--- config.mk ---
export PLATFORM = sky130hd
export DESIGN_NAME = regfile_scoreboard
export DESIGN_NICKNAME = d
export VERILOG_FILES = /design/src/rtl/regfile_scoreboard.sv
export SDC_FILE = /design/constraint.sdc
export NUM_CORES = 2
export LEC_CHECK = 0
export BUFFER_PORTS_ARGS = -buffer_cell sky130_fd_sc_hd__buf_2
export CELL_PAD_IN_SITES_DETAIL_PLACEMENT = 0
export CELL_PAD_IN_SITES_GLOBAL_PLACEMENT = 1
export CORE_MARGIN = 8
export CORE_UTILIZATION = 53
export CTS_CLUSTER_DIAMETER = 150
export DETAILED_ROUTE_END_ITERATION = 10
export PLACE_DENSITY = 0.8
export SLEW_MARGIN = 20
export SYNTH_ARGS = -nofsm -noshare
export SYNTH_HDL_FRONTEND = slang
export SYNTH_SLANG_ARGS = --single-unit
--- constraint.sdc ---
create_clock -name clk -period 5.07 [get_ports clk]
set_input_delay 0.507 -clock clk [delete_from_list [all_inputs] [get_ports clk]]
set_output_delay 0.507 -clock clk [all_outputs]
set_load 0.005 [all_outputs]
--- src/rtl/regfile_scoreboard.sv ---
// Parametrised multi-port register file with a per-register busy scoreboard for RAW hazard detection.
// Reads are combinational (0 cycles); writes and scoreboard updates take effect at the next rising edge.
module regfile_scoreboard #(
    parameter int DATA_WIDTH = 32,
    parameter int ADDR_WIDTH = 5,
    parameter int NUM_READ   = 2,
    parameter int ZERO_REG   = 1,
    parameter int BYPASS     = 1
) (
    input  logic                             clk,
    input  logic                             rst,
    input  logic                             we3,
    input  logic [ADDR_WIDTH-1:0]            wa3,
    input  logic [DATA_WIDTH-1:0]            wd3,
    input  logic [NUM_READ*ADDR_WIDTH-1:0]   ra,
    output logic [NUM_READ*DATA_WIDTH-1:0]   rd,
    output logic [NUM_READ-1:0]              rd_busy,
    input  logic                             iss_valid,
    input  logic [ADDR_WIDTH-1:0]            iss_addr,
    input  logic                             flush,
    output logic [(2**ADDR_WIDTH)-1:0]       busy_vec
);
    localparam int NUM_REGS = 2**ADDR_WIDTH;

    logic [DATA_WIDTH-1:0] regs [NUM_REGS];
    logic [NUM_REGS-1:0]   busy;
    logic [NUM_REGS-1:0]   busy_nxt;
    logic                  wr_en;

    assign wr_en = we3 && !(ZERO_REG != 0 && wa3 == '0);

    always_ff @(posedge clk) begin
        if (!rst) begin
            for (int i = 0; i < NUM_REGS; i++) begin
                regs[i] <= '0;
            end
            busy <= '0;
        end else begin
            if (wr_en) begin
                regs[wa3] <= wd3;
            end
            busy <= busy_nxt;
        end
    end

    // A new issue outranks a same-cycle write-back: the newer producer owns the register.
    always_comb begin
        busy_nxt = busy;
        if (flush) begin
            busy_nxt = '0;
        end else begin
            for (int i = 0; i < NUM_REGS; i++) begin
                if (iss_valid && iss_addr == ADDR_WIDTH'(i)) begin
                    busy_nxt[i] = 1'b1;
                end else if (we3 && wa3 == ADDR_WIDTH'(i)) begin
                    busy_nxt[i] = 1'b0;
                end
            end
        end
        if (ZERO_REG != 0) begin
            busy_nxt[0] = 1'b0;
        end
    end

    for (genvar k = 0; k < NUM_READ; k++) begin : g_rd
        logic [ADDR_WIDTH-1:0] addr;
        logic                  is_zero;
        logic                  hit;

        assign addr    = ra[k*ADDR_WIDTH +: ADDR_WIDTH];
        assign is_zero = (ZERO_REG != 0) && (addr == '0);
        assign hit     = (BYPASS != 0) && we3 && (addr == wa3) && !is_zero;

        assign rd[k*DATA_WIDTH +: DATA_WIDTH] = is_zero ? '0 : (hit ? wd3 : regs[addr]);
        // Forwarded data is valid now, so the port no longer waits on its producer.
        assign rd_busy[k] = hit ? 1'b0 : busy[addr];
    end

    assign busy_vec = busy;
endmodule

==> flow_summary_export.csv <==
group,metric,value,unit
critical_path,crit_slowest_cell,"and2_1",
power,design_power_total,21.5,mW
timing,max_slew.worst_pin.slew,1210,ps
route,drtIter0Drc,5248,
timing,holdWs,187,ps
route,drc,0,
critical_path,critPathMaxFanout,35,
status,outcome,"completed",
logic_synthesis,syn_area_per_cell,12.9,um2
clocking,clockBufferDepth,3,
finish,area_growth,9.97,%
global_route,grt_pass1_wl,280,mm
route,wl,197,mm
logic_synthesis,synth_edf_count,1024,
timing,slew_violations,0,
logic_synthesis,synth_seq_cells,1055,
placed_design,dpl.hpwl,123,mm
logic_synthesis,synth_top_area_share,0.525,
critical_path,start_kind,"input pin",
global_route,grt_remaining_overflow,0,
clocking,clock_sinks,1055,
logic_synthesis,yosysSeqAreaShare,0.535,
logic_synthesis,async_flop_share,0,
power,peakVddDrop,0.262,mV
placed_design,gp_congestion,0.893,
finish,nNetsFinal,4556,
die,fp.dieArea,0.121,mm2
critical_path,path_cells,"buf_4, and2_1, buf_4, a22oi_1, a21o_1, a21oi_1, a21oi_1, buf_2",
critical_path,worstPathRequired,4560,ps
route,route.vias.total,40000,
placed_design,port_buffers,153,
clocking,cts_hold_buffers,0,
global_route,grt_max_degree,111,
timing,fin_crit_sh,0.837,
finish,fill_cells,8825,
die,core_region_area,0.110,mm2
route,post_drt_wl_per_cell,32.4,um
timing,slew_headroom,0.192,
finish,drive_above_1_share,0.191,
min_path,hold_class,"in2reg",
route,drtPass1Iterations,5,
timing,finClkSkew,0,ps
clocking,cts_tree,"done",
clocking,cts-resized-gates,0,
critical_path,path_buf_inv,3,
clocking,cts_buffers,113,
critical_path,critPathMaxStageDelay,820,ps
clocking,clkTransAtPathRegs,60,ps
timing,fin_setup_tns,0,ps
finish,multi_input_area,0.0254,mm2
die,die-width,348,um
route,vias_per_cell,6.56,
timing,hold_viol_final,0,
timing,period_minus_slack,4240,ps
route,ant_nets,0,
critical_path,end_kind,"output port",
logic_synthesis,synthDistinctLibCells,44,
clocking,cts_max_level,3,
die,initial_core_util,0.532,
run,maxCapViolations,0,
critical_path,path_class,"in2out",
logic_synthesis,syn-cell-area,0.0586,mm2
critical_path,critical_path.top_delay_family,"compound AO/OA/AOI/OAI gates",
global_route,antenna_found_initial,30,
clocking,clkLatencyLatePin,710,ps
global_route,grt_use_total,0.316,
logic_synthesis,netlist_top_cells_area,"edfxtp_1, and2_1, mux2i_1",
logic_synthesis,ys.flop_type,"edfxtp_1",
clocking,postCtsSetupBuffers,0,
critical_path,cp.arrival,3740,ps
timing,max_freq,0.236,GHz
timing,setup_violations,0,
clocking,clockRootBuffer,"clkbuf_16",
die,ioPinCount,155,
timing,rsz0062_at_grt,"no",
die,row_count,122,
logic_synthesis,yosys_warnings,0,
die,die_y,348,um
finish,regArea,0.0314,mm2
power,power_density,334,mW/mm2
logic_synthesis,yosys.area.top_type,"edfxtp_1",
power,p_leak,23.7,nW
global_route,grt_pass1_vias,39300,
logic_synthesis,netlist_instances,4539,
==> cell usage after synthesis, types with 13 or more instances <==
cell and n:
nand3_1 14, mux2i_1 588, buf_6 25, a21oi_1 145, mux4_2 206, and2_1 996
clkbuf_1 298, o211ai_1 64, a22oi_1 142, nor3_1 68, a221oi_1 34, o21ai_0 98
mux2_2 102, a21o_1 64, o22ai_1 66, buf_2 102, edfxtp_1 1024, nand2_1 115
buf_4 35, nor2b_1 13, a221oi_2 30, dfxtp_1 31, nor2_1 116, a22o_1 64
mux2_1 26
==> registers in the layout, indices dropped and copies added, names as in the netlist <==
signal and count:
busy_vec 31, regs 1024
==> kinds of logic (layout without fill, tap and decap cells) <==
logic type                after synthesis  count (layout)  synth area share
and+or+nand+nor                      1365            1365             0.135
DFF                                  1055            1055             0.535
muxes                                 922             922             0.204
AOI/OAI and AO/OA                     707             707            0.0847
buffers and inverters                 479             501            0.0394
xor gates and xnor gates               10              10           0.00149
other                                   1              49         0.0000640
==> cells in the final DEF (no fill, tap or decap), types with 13 or more instances in the layout <==
cell and count:
nor3_1 68, nand2_2 15, diode_2 16, dfxtp_1 31, o211ai_1 64, buf_2 143
clkinv_2 24, mux4_2 206, mux2_2 102, a22o_1 64, clkinv_1 31, nor2_2 31
nand2_1 100, o22ai_1 66, buf_4 134, and2_1 997, edfxtp_1 1024, a22oi_1 142
a21o_1 64, mux2i_1 588, bufinv_16 17, mux2_1 26, o21ai_4 17, clkbuf_1 13
clkbuf_16 116, nor2_1 91, nand3_1 14, a221oi_1 34, a21oi_1 145, a221oi_2 30
conb_1 33, o21ai_0 81
==> layout make-up <==
cell class                 count  area share
sequential                  1055       0.487
multi-input combinational   3037       0.394
clock buffer                 129      0.0458
timing repair buffer         291      0.0307
tap                         1488      0.0289
clock inverter                80      0.0127
antenna                       16    0.000621
inverter                       1   0.0000583
==> metrics by stage <==
stage / setup WS [ps] / std cells / instance area (um2) / utilization
after floorplan: 958 / 4571 / 58700 / -
after global placement: 1030 / 5872 / 60600 / 0.550
after detailed placement: 1010 / 5872 / 60600 / 0.550
after CTS: 1010 / 6081 / 64400 / 0.584
after global routing: 766 / 6087 / 64400 / 0.584
final: 826 / 6097 / 64400 / 0.585
==> routing by layer <==
layer	part of all wire	GRT usage	vias to the layer above	wire, um
met5	0.00044	0	-	86
li1	-	-	16900	-
met1	0.38	0.419	20200	75600
met4	0.036	0.117	14	7040
met2	0.46	0.494	2444	90900
met3	0.12	0.0927	434	23700
==> worst paths after layout <==
kind,startpoint,end,slack [ps],depth (start not counted)
max,ra[9],rd[61],830,8
min,iss_addr[1],busy_vec[8],190,4
max reg2reg,busy_vec[11],busy_vec[11],4000,2
min reg2reg,busy_vec[2],busy_vec[2],560,2
==> where the power goes <==
| part | leakage, nW | internal [mW] | switching [mW] |
|---|---|---|---|
| logic | 11.8 | 0.991 | 1.70 |
| registers | 10.0 | 10.0 | 0.245 |
| clock network | 1.84 | 5.01 | 3.56 |
==> worst reg2reg max path: stages (launching register included) <==
cell and delay [ps]:
dfxtp_1 660, o21ai_0 180, a21oi_1 170
Note: power is estimated with default switching activity, not from simulation.
